==> src/rtl/mul32.sv <==
// mul32: sequential 32-bit sign-magnitude multiplier, one radix-2 shift-add step per enabled
// cycle, with saturation of magnitudes that do not fit in 31 bits.
//
// Ports:
//   clk          in   rising-edge clock
//   nrst         in   synchronous active-low reset
//   en           in   clock enable; all registers hold when low
//   start        in   request a multiply (accepted only when idle)
//   multiplicand in   [31:0] sign-magnitude operand A
//   multiplier   in   [31:0] sign-magnitude operand B
//   product      out  [31:0] sign-magnitude result, registered
//   overflow     out  true product magnitude >= 2^31, registered
//   busy         out  operation in flight (until the done pulse is consumed)
//   done         out  one-enabled-cycle completion pulse
module mul32 (
    input  logic        clk,
    input  logic        nrst,
    input  logic        en,
    input  logic        start,
    input  logic [31:0] multiplicand,
    input  logic [31:0] multiplier,
    output logic [31:0] product,
    output logic        overflow,
    output logic        busy,
    output logic        done
);

    typedef enum logic [1:0] {StIdle, StRun, StDone} state_e;

    state_e      r_state;
    state_e      w_state_next;
    logic [61:0] r_p;
    logic [30:0] r_m;
    logic [30:0] r_q;
    logic [4:0]  r_cnt;
    logic        r_sign;
    logic [31:0] r_product;
    logic        r_overflow;
    logic        r_done;

    logic [31:0] w_add;
    logic [31:0] w_sum;
    logic [61:0] w_p_shift;
    logic        w_ovf;
    logic [30:0] w_mag;
    logic        w_sign_out;

    // Next-state logic
    always_comb begin
        w_state_next = r_state;
        unique case (r_state)
            StIdle:  if (start) w_state_next = StRun;
            StRun:   if (r_cnt == 5'd30) w_state_next = StDone;
            StDone:  w_state_next = StIdle;
            default: w_state_next = StIdle;
        endcase
    end

    // Datapath: add M into the upper half, keeping the carry so the shift loses nothing
    always_comb begin
        w_add      = r_q[0] ? {1'b0, r_m} : 32'd0;
        w_sum      = {1'b0, r_p[61:31]} + w_add;
        w_p_shift  = {w_sum, r_p[30:1]};
        w_ovf      = |r_p[61:31];
        w_mag      = w_ovf ? 31'h7FFF_FFFF : r_p[30:0];
        w_sign_out = r_sign & (w_mag != 31'd0);
    end

    always_ff @(posedge clk) begin
        if (!nrst) begin
            r_state    <= StIdle;
            r_p        <= '0;
            r_m        <= '0;
            r_q        <= '0;
            r_cnt      <= '0;
            r_sign     <= 1'b0;
            r_product  <= '0;
            r_overflow <= 1'b0;
            r_done     <= 1'b0;
        end else if (en) begin
            r_state <= w_state_next;
            r_done  <= (r_state == StDone);
            unique case (r_state)
                StIdle: begin
                    if (start) begin
                        r_m    <= multiplicand[30:0];
                        r_q    <= multiplier[30:0];
                        r_sign <= multiplicand[31] ^ multiplier[31];
                        r_p    <= '0;
                        r_cnt  <= '0;
                    end
                end
                StRun: begin
                    r_p   <= w_p_shift;
                    r_q   <= {1'b0, r_q[30:1]};
                    r_cnt <= r_cnt + 5'd1;
                end
                StDone: begin
                    r_overflow <= w_ovf;
                    r_product  <= {w_sign_out, w_mag};
                end
                default: ;
            endcase
        end
    end

    assign product  = r_product;
    assign overflow = r_overflow;
    assign done     = r_done;
    // The done-pulse cycle still counts as busy, even though a new start is already accepted
    // there, so busy drops only once the pulse is consumed.
    assign busy     = (r_state != StIdle) | r_done;

endmodule

==> config.mk <==
export PLATFORM = sky130hd
export DESIGN_NAME = mul32
export DESIGN_NICKNAME = d
export VERILOG_FILES = /design/src/rtl/mul32.sv
export SDC_FILE = /design/constraint.sdc
export NUM_CORES = 1
export LEC_CHECK = 0
export ABC_AREA = 1
export BUFFER_PORTS_ARGS = -buffer_cell sky130_fd_sc_hd__buf_4
export CAP_MARGIN = 25
export CELL_PAD_IN_SITES_DETAIL_PLACEMENT = 2
export CELL_PAD_IN_SITES_GLOBAL_PLACEMENT = 2
export CORE_MARGIN = 1.5
export CORE_UTILIZATION = 29
export CTS_CLUSTER_SIZE = 16
export DETAILED_ROUTE_END_ITERATION = 16
export PLACE_DENSITY_LB_ADDON = 0.1
export SETUP_SLACK_MARGIN = 0.2
export SYNTH_ARGS = -nofsm -noshare
export SYNTH_HDL_FRONTEND = slang
export SYNTH_SLANG_ARGS = --single-unit
==> constraint.sdc <==
create_clock -name clk -period 2.1 [get_ports clk]
set_input_delay 0 -clock clk [delete_from_list [all_inputs] [get_ports clk]]
set_output_delay 0 -clock clk [all_outputs]
set_load 0.02 [all_outputs]
==> summary.txt <==
Min path
  – Worst min path class: in2reg

Timing
  – Total negative setup slack: 0 ns
  – Fin. max-slew vios: 0
  – RSZ-0062 raised after global routing: yes
  – Clock skew: 0.0112 ns
  – Max-slew headroom: 0.606
  – Final Hold Vio Count: 0
  – Slew @ Worst Pin: 0.591 ns
  – Fmax: 478 MHz
  – Fin crit share: 0.996
  – Final worst slack: 0.00834 ns
  – Crit path time final: 2.09 ns
  – Endpoints failing setup: 0

Logic synthesis
  – Syn Std Cell Area: 8800 um^2
  – Synth top area share: 0.378
  – Register area share after synthesis: 0.378
  – Post-Syn Area per Cell: 6.33 um^2
  – Largest family of logic cells by synthesized area: simple AND/OR/NAND/NOR gates
  – Netlist cell types: 35
  – Post-Syn Nets: 1491
  – Yosys synthesis warning count: 0
  – Synth Area in Adders: 0.0492
  – XOR/XNOR share of the synthesized area: 0.00199
  – Post-Syn Instances: 1389
  – Area share of and/or/nand/nor cells after synthesis: 0.330
  – Area contributors post-synth: dfxtp_1 38%, nand2_1 20%, inv_1 8.1%
  – Mux cell area share after synthesis: 0
  – #FFs+latches synth: 166
  – Compound-gate portion of the synthesized area: 0.131
  – Yosys top cell by area: dfxtp_1

Detailed routing
  – Post-DR wirelength/cell: 17.3 um
  – DRT Pass-1 Iters: 4
  – # DRC: 0
  – Initial DRC count: 243
  – Antenna Nets Post-Route: 0
  – Vias: 9650
  – DRT Wirelength: 34800 um
  – Routed vias/inst: 4.81

Run
  – Max-cap violations: 0

Floorplanning
  – # rows: 63
  – Starting density of the core: 0.296
  – Die ar.: 31400 um^2
  – IO Pins: 103
  – Chip width: 177 um
  – Core Box Area: 29700 um^2
  – Die height: 177 um

Cells and area
  – Final nets: 1705
  – Antenna Cells: 0
  – Area Growth Syn to Fin: 44.7%
  – Fillers: 3486
  – Share of layout cells above drive strength 1: 0.262

Pwr
  – Worst vdd ir: 0.578 mV
  – Leak: 6.08 nW
  – PD cells: 571 nW/um^2

Setup path
  – CP Capture Type: register
  – Worst EP arrival: 2.41 ns
  – Critical path fanouts, max: 19
  – Setup CP Type: reg2reg
  – Setup slack, reg-to-reg: 0.008 ns
  – Critical Path Source Type: register
  – WP data required: 2.42 ns

GRT
  – Global route overflow: 0
  – Largest net degree at the start of global routing: 64
  – GRT Total Usage: 0.228
  – Vias in the first global route: 10.9k
  – Global-route wire length before repair: 56300 um
  – Initial antenna violation count: 0

Clocking
  – Clock Sinks: 166
  – Root buf cell: clkbuf_16
  – H-tree levels: 4
  – Reg clk slew, reported paths: 0.08 ns
  – Skew-Pair Late Insertion Delay: 0.45 ns
  – Num CTS Buffers: 17
  – Clk buf depth: 2
  – CTS tree: yes

Place
  – HPWL Detailed: 23200 um
  – Placer Congestion: 0.806
  – Port bufs: 102
  – Dpl ws: -0.175 ns

Outcome
  – Outcome: finished, final reports clean
==> routing by layer <==
layer,up-vias,GRT usage,share of wire
met2,93,0.434,0.53
met4,0,0.0660,0.018
met1,4752,0.261,0.44
li1,4774,-,-
met5,-,0,0
met3,31,0.0335,0.021
==> state kept, by name, summed over array words and instances (netlist names) <==
register	cells
product	32
r_cnt	5
done	1
r_state	2
r_p	62
r_m	31
overflow	1
r_sign	1
r_q	31
==> power breakdown <==
part           leakage (nW)  internal, mW  switching (mW)
Clock                 0.291          1.82            1.52
Combinational          4.44         0.295           0.363
Sequential             1.35          3.22          0.0477
Total                  6.08          5.34            1.93
==> synth_stat cells <==
master and n:
nand2_1 460, inv_1 191, nor2_1 173, dfxtp_1 166
a21oi_1 90, nand3_1 58, o21ai_0 52, clkbuf_1 33
ha_1 33, a31oi_1 28, buf_2 18, o211ai_1 14
nand4_1 10, nor3_1 10, o21ai_1 10, a21boi_0 7
or2_2 7, nor4_1 4, inv_2 3, nand3b_1 3
a211oi_1 2, a22oi_1 2, buf_1 2, o21bai_1 2
a21o_1 1, and2_1 1, buf_4 1, buf_6 1
fa_1 1, nor2_2 1, nor2_4 1, o211a_1 1
or2_0 1, xnor2_1 1, xor2_1 1
==> stage by stage <==
step           instances   util  power, mW  instance area, um^2  hold WS (ns)
3_3_place_gp        1898  0.352       3.87                10500         0.223
5_1_grt             2005  0.428       7.57                12700        0.0349
2_1_floorplan       1389      -       3.60                 8840         0.135
3_5_place_dp        1898  0.352       3.88                10500         0.232
6_report            2005  0.428       7.27                12700        0.0159
4_1_cts             1999  0.420       7.37                12500       0.00347
==> cells by family (layout without fill, tap and decap cells) <==
logic type	count (synthesis)	count (layout)
AND/OR/NAND/NOR	729	729
buffers and inverters	249	475
AO/OA/AOI/OAI	209	209
flip-flops	166	166
adder cells (fa/ha/maj)	34	34
XOR/XNOR	2	2
==> worst paths after layout <==
path,start,endpoint,cells after the start
min,nrst,r_p[37],3
min reg2reg,r_q[29],r_q[29],2
max,r_q[0],r_p[44],13
max reg2reg,r_q[0],r_p[44],13
==> placed cells by master (no fill, tap or decap), types with 5 or more instances in the layout <==
master	netlist	layout
nand2_1	460	393
buf_4	1	178
dfxtp_1	166	165
inv_1	191	163
nor2_1	173	148
a21oi_1	90	69
dlygate4sd3_1	0	65
nand2_2	0	48
nand3_1	58	43
o21ai_0	52	39
a31oi_1	28	28
inv_2	3	27
ha_4	0	25
o21ai_1	10	23
a21oi_2	0	19
nand2_4	0	19
clkbuf_16	0	17
nor2_2	1	16
o211ai_1	14	14
nor2_4	1	11
nand3_2	0	10
nand4_1	10	10
or2_2	7	7
nor3_2	0	6
ha_1	33	6
nand3_4	0	5
==> area by class of cell <==
class                   instances  area (um^2)  share of cell area
multi-input cells             974         5470               0.430
flip-flops and latches        166         3330               0.261
repair buffers                250         2110               0.166
inverters                     194          737              0.0579
well taps                     390          488              0.0383
clock buffers                  18          439              0.0345
clock inverters                13          160              0.0126
==> what timing repair did <==
| action | 4_1_cts | 5_1_grt |
|---|---|---|
| hold endpoints to repair | 65 | 0 |
| hold buffers | 65 | 0 |
| setup endpoints to repair | 40 | 54 |
| setup buffers | 5 | 6 |
| gates resized for setup | 166 | 81 |
| pin swaps | 8 | 9 |
==> worst max-delay path, cell delays in order (launching register included) <==
cell and delay [ns]:
dfxtp_4 0.38, buf_12 0.16, nand2_1 0.08, inv_2 0.07
ha_4 0.21, nand2_4 0.11, inv_1 0.05, nand2_1 0.09
nand2_2 0.08, a21oi_2 0.17, nand2_4 0.10, or2_2 0.28
nand3_1 0.09, a21oi_1 0.07
Power figures use the tool's default switching activity.
